**src/rtl/wb_arbiter.sv**
```systemverilog
// Writeback arbiter: shares the single regfile write port between NUM_REQ
// writeback sources. It picks one source per cycle (round-robin or fixed
// priority) and registers the winning write for one cycle. It also keeps
// a busy scoreboard of destination registers that still have a write in flight.
module wb_arbiter #(
  parameter int NUM_REQ    = 3,
  parameter bit FIXED_PRIO = 1'b0
) (
  input  logic                  clk,
  input  logic                  rst_n,
  input  logic [NUM_REQ-1:0]    req_valid,
  output logic [NUM_REQ-1:0]    req_ready,
  input  logic [NUM_REQ*5-1:0]  req_rd,
  input  logic [NUM_REQ*32-1:0] req_data,
  input  logic                  issue_valid,
  input  logic [4:0]            issue_rd,
  output logic                  wb_we,
  output logic [4:0]            wb_rd,
  output logic [31:0]           wb_data,
  output logic [31:0]           busy_vec
);

  localparam int PW = $clog2(NUM_REQ);
  typedef logic [PW-1:0] idx_t;

  idx_t               rr_ptr;
  idx_t               gnt_idx;
  idx_t               ptr_next;
  logic               gnt_any;
  logic [NUM_REQ-1:0] gnt_onehot;
  logic               xfer;
  logic [4:0]         sel_rd;
  logic [31:0]        sel_data;
  logic [31:0]        busy_next;

  // Arbitration: scan from rr_ptr (or from index 0) and take the first valid source.
  always_comb begin
    int idx;
    // NOTE: every signal written here gets a default first, so no path leaves one unassigned and no latch is inferred.
    gnt_onehot = '0;
    gnt_idx    = '0;
    gnt_any    = 1'b0;
    idx        = 0;
    for (int k = 0; k < NUM_REQ; k++) begin
      if (FIXED_PRIO) idx = k;
      else            idx = (int'(rr_ptr) + k) % NUM_REQ;
      if (!gnt_any && req_valid[idx]) begin
        gnt_any         = 1'b1;
        gnt_idx         = idx_t'(idx);
        gnt_onehot[idx] = 1'b1;
      end
    end
  end

  // Grants are suppressed while reset is held, so nothing is accepted then.
  assign req_ready = {NUM_REQ{rst_n}} & gnt_onehot;
  assign xfer      = rst_n & gnt_any;
  assign ptr_next  = (gnt_idx == idx_t'(NUM_REQ - 1)) ? '0 : gnt_idx + 1'b1;

  // Select the destination and data of the granted source.
  always_comb begin
    sel_rd   = '0;
    sel_data = '0;
    for (int i = 0; i < NUM_REQ; i++) begin
      if (gnt_idx == idx_t'(i)) begin
        sel_rd   = req_rd[5*i +: 5];
        sel_data = req_data[32*i +: 32];
      end
    end
  end

  // Output stage and pointer. A write to x0 is consumed but never enabled.
  always_ff @(posedge clk or negedge rst_n) begin
    if (!rst_n) begin
      wb_we   <= 1'b0;
      wb_rd   <= '0;
      wb_data <= '0;
      rr_ptr  <= '0;
    end else begin
      // NOTE: state registers use non-blocking assignment so every flop samples pre-edge values.
      wb_we <= xfer && (sel_rd != 5'd0);
      if (xfer) begin
        wb_rd   <= sel_rd;
        wb_data <= sel_data;
        if (!FIXED_PRIO) rr_ptr <= ptr_next;
      end
    end
  end

  // Scoreboard next state: clear on the committing write, then set on issue (set wins).
  always_comb begin
    busy_next = busy_vec;
    if (wb_we) busy_next[wb_rd] = 1'b0;
    if (issue_valid && issue_rd != 5'd0) busy_next[issue_rd] = 1'b1;
    busy_next[0] = 1'b0;
  end

  // Scoreboard register.
  always_ff @(posedge clk or negedge rst_n) begin
    if (!rst_n) busy_vec <= '0;
    else        busy_vec <= busy_next;
  end

endmodule
```
**config.mk**
```make
export PLATFORM = sky130hd
export DESIGN_NAME = wb_arbiter
export DESIGN_NICKNAME = d
export VERILOG_FILES = /design/src/rtl/wb_arbiter.sv
export SDC_FILE = /design/constraint.sdc
export NUM_CORES = 1
export LEC_CHECK = 0
export CORE_ASPECT_RATIO = 1.2
export CORE_UTILIZATION = 30
export CTS_CLUSTER_SIZE = 8
export DETAILED_ROUTE_END_ITERATION = 8
export REMOVE_ABC_BUFFERS = 1
export SYNTH_ARGS = -nofsm -noshare
export SYNTH_HDL_FRONTEND = slang
export SYNTH_SLANG_ARGS = --single-unit
```
**constraint.sdc**
```tcl
create_clock -name clk -period 2.77 [get_ports clk]
set_input_delay 0.554 -clock clk [delete_from_list [all_inputs] [get_ports clk]]
set_output_delay 0.554 -clock clk [all_outputs]
set_load 0.005 [all_outputs]
```
==> flow_summary.ini <==
[outcome]
status = complete, no violations

[routing]
drt_pass1_iterations = 5
wirelength_mm = 13.6
wire_per_inst_um = 16.9
num_vias = 4188
viasPerCell = 5.20
ant_nets = 0
drt_iter0_drc = 216
drc = 0

[clock_network]
ctsHoldBuffers = 0
cts_root_buf = clkbuf_16
htreeDepth = 3
cts.clk_slew.worst_paths_ns = 0.06
ctsLongestPathBuffers = 2
cts_tree = yes
insertion_delay_ns = 0.33
clock-sinks = 71
numCtsBuffers = 9

[critical_path]
r2r-end = wb_data[14]
rr_worst_depth = 9
r2r_slack_ns = 0.41
path_cells = ha_4 > mux2i_1 > o2bb2ai_2 > nand2_1 > o21ai_1 > o211a_1 > dlygate4sd2_1
cpPeakStageDelay_ns = 0.46
endpoint_kind = output port
worst-path-max-fanout = 6
worst-endpoint-required_ns = 2.22
start_kind = flip-flop
crit_type = reg -> out
r2r-start = rr_ptr[0]
arrival_ns = 2.03
critPathBufInv = 1
critPathTopFamily = flip-flops
slowest_stage = dfrtp_2

[floorplan]
core_area_um2 = 12600
die_width_um = 106
fp-row-count = 45
dieArea_um2 = 13400
num_io_pins = 195
start_util_pct = 30.8
die_y_um = 127

[cells_and_area]
nets = 763
syn2layout_area_growth_pct = 69.7
fill_cells = 1203
num_antenna_cells = 0
drive_gt1_share_pct = 11.5

[synth]
synth_compound_area_share_pct = 30.2
muxShareOfSynthArea_pct = 0.773
synth_enable_flop_cells = 0
synthFlopType = dfrtp_1
ys_ff_latch = 71
synth_adder_area_share_pct = 1.29
synth.distinct_cells = 40
yosysWarnings = 0
synth_top_area_share_pct = 45.7
synthXorXnorAreaFrac_pct = 0
synth_area_leaders = dfrtp_1 (46%), o21ai_0 (8.9%), a211oi_1 (5.8%)
syn_area_um2 = 3880
yosysSeqAreaShare_pct = 45.7
syn_area_per_cell_um2 = 9.03
synthCells = 430
yosys.area.top_type = dfrtp_1
synth_top_family_by_area = compound AO/OA/AOI/OAI gates
yosys.area_share.simple_pct = 15.6
async_reset_ff_share_pct = 100

[timing]
tns_ns = 0
fin_skew_ns = 0.00754
max_freq_ghz = 0.387
relSlewSlack_pct = 57.1
hold_viol_final = 0
rsz0062_at_grt = no
finalSetupViolations = 0
timing.final.crit_share_pct = 93.3
period_minus_slack_ns = 2.58
maxSlewViolCount = 0
worstMarginPinSlew_ns = 0.644

[global_routing]
gr-usage-met2_pct = 35.9
grt_pass1_wl_mm = 21.4
use_met1_pct = 25.1
track_usage_pct = 20.4
grt-ovfl-total = 0
busiest_layer = met2
grt_max_degree = 52
met3_usage_pct = 4.52
antenna_found_initial = 0
grt_pass1_vias = 4117

[hold_path]
min_path_type = in -> async

[power]
p_leak_nw = 2.58
power_density_nw_per_um2 = 1040
ir_drop_uv = 455
p_total_mw = 6.84

[flow_run]
drv_cap = 0

[place]
dp_hpwl_mm = 10.1
portBuffers = 193
place_congestion = 0.820
metrics by stage:
step / utilization [%] / instances / cell area (µm²) / hold slack, ns / setup slack (ns)
5_1_grt: 52.3 / 805 / 6590 / 0.269 / 0.0981
3_5_place_dp: 48.7 / 785 / 6140 / 0.466 / -0.219
6_report: 52.3 / 805 / 6590 / 0.254 / 0.186
3_3_place_gp: 48.7 / 785 / 6140 / 0.463 / -0.142
2_1_floorplan: - / 399 / 3720 / 0.258 / -0.500
4_1_cts: 52.3 / 805 / 6590 / 0.254 / 0.194
state kept, by name (all words and copies together) (netlist names):
signal and count:
wb_data 32, busy_vec 31, wb_rd 5, rr_ptr 2
wb_we 1
what timing repair did:
| action | CTS | global route |
|---|---|---|
| setup buffers | 5 | 0 |
| endpoints found under the setup margin | 3 | 0 |
| endpoints found under the hold margin | 0 | 0 |
| resized for setup | 24 | 0 |
synth_stat cells (4+ instances only):
cell,count
buf_4,4
nor2_1,41
o21ai_0,69
nand3b_1,11
dfrtp_1,71
a22oi_1,23
clkbuf_1,16
a31oi_1,24
or3b_2,4
nand2_1,22
inv_1,21
a311oi_1,4
ha_1,4
a211oi_1,30
nand3_1,29
buf_2,8
o31ai_1,12
kinds of logic (layout without fill, tap and decap cells):
| kind of cell | Yosys count | in the layout |
|---|---|---|
| flops | 71 | 71 |
| fa+ha+maj | 4 | 4 |
| other cells | 1 | 1 |
| simple gates | 119 | 119 |
| mux | 3 | 3 |
| compound gates | 180 | 180 |
| buf+inv | 52 | 263 |
layer usage:
layer	up-vias	share of wire, %
met5	-	0
met4	0	0.75
met3	10	6.5
met2	160	52
met1	2009	41
li1	2009	-
final cells by class:
class | count | area, µm² | area share (%)
multi-input cells | 307 | 1960 | 29.7
clock buffers | 10 | 239 | 3.62
clock inverters | 5 | 106 | 1.61
well taps | 164 | 205 | 3.11
inverters | 21 | 81.3 | 1.23
repair buffers | 227 | 2230 | 33.8
flip-flops and latches | 71 | 1780 | 27.0
worst max path at each step:
stage | to | cells past startpoint | start | slack [ns]
after floorplan | wb_rd[0] | 6 | rr_ptr[1] | -0.50
after global placement | req_ready[0] | 7 | req_valid[0] | -0.14
after detailed placement | req_ready[2] | 7 | req_valid[1] | -0.22
after CTS | req_ready[0] | 7 | rr_ptr[1] | 0.19
after global routing | req_ready[0] | 8 | rr_ptr[0] | 0.1
final | req_ready[0] | 7 | rr_ptr[1] | 0.19
power breakdown:
| part | switching, mW | total, mW | internal [mW] | leakage [nW] |
|---|---|---|---|---|
| clock network | 0.422 | 1.32 | 0.900 | 0.165 |
| registers | 0.340 | 1.87 | 1.53 | 0.789 |
| logic | 1.68 | 3.64 | 1.96 | 1.62 |
| total | 2.44 | 6.84 | 4.39 | 2.58 |
placed cells by master, fill, tap and decap left out, types with 2 or more instances in the layout:
master	synthesis	layout
a211oi_1	30	30
a21o_1	3	3
a21oi_1	3	3
a22oi_1	23	23
a311oi_1	4	4
a31oi_1	24	24
and3b_1	2	2
buf_12	0	4
buf_4	4	31
bufinv_16	0	3
clkbuf_16	0	9
clkdlybuf4s50_1	0	186
dfrtp_1	71	70
dlygate4sd2_1	0	6
ha_4	0	4
inv_1	21	19
mux2i_1	3	2
nand2_1	22	22
nand3_1	29	29
nand3b_1	11	11
nor2_1	41	41
nor2b_1	3	3
o21ai_0	69	67
o21ai_1	2	4
o31ai_1	12	11
or3_1	2	2
or3b_2	4	4
Note: power is estimated with default switching activity, not from simulation.
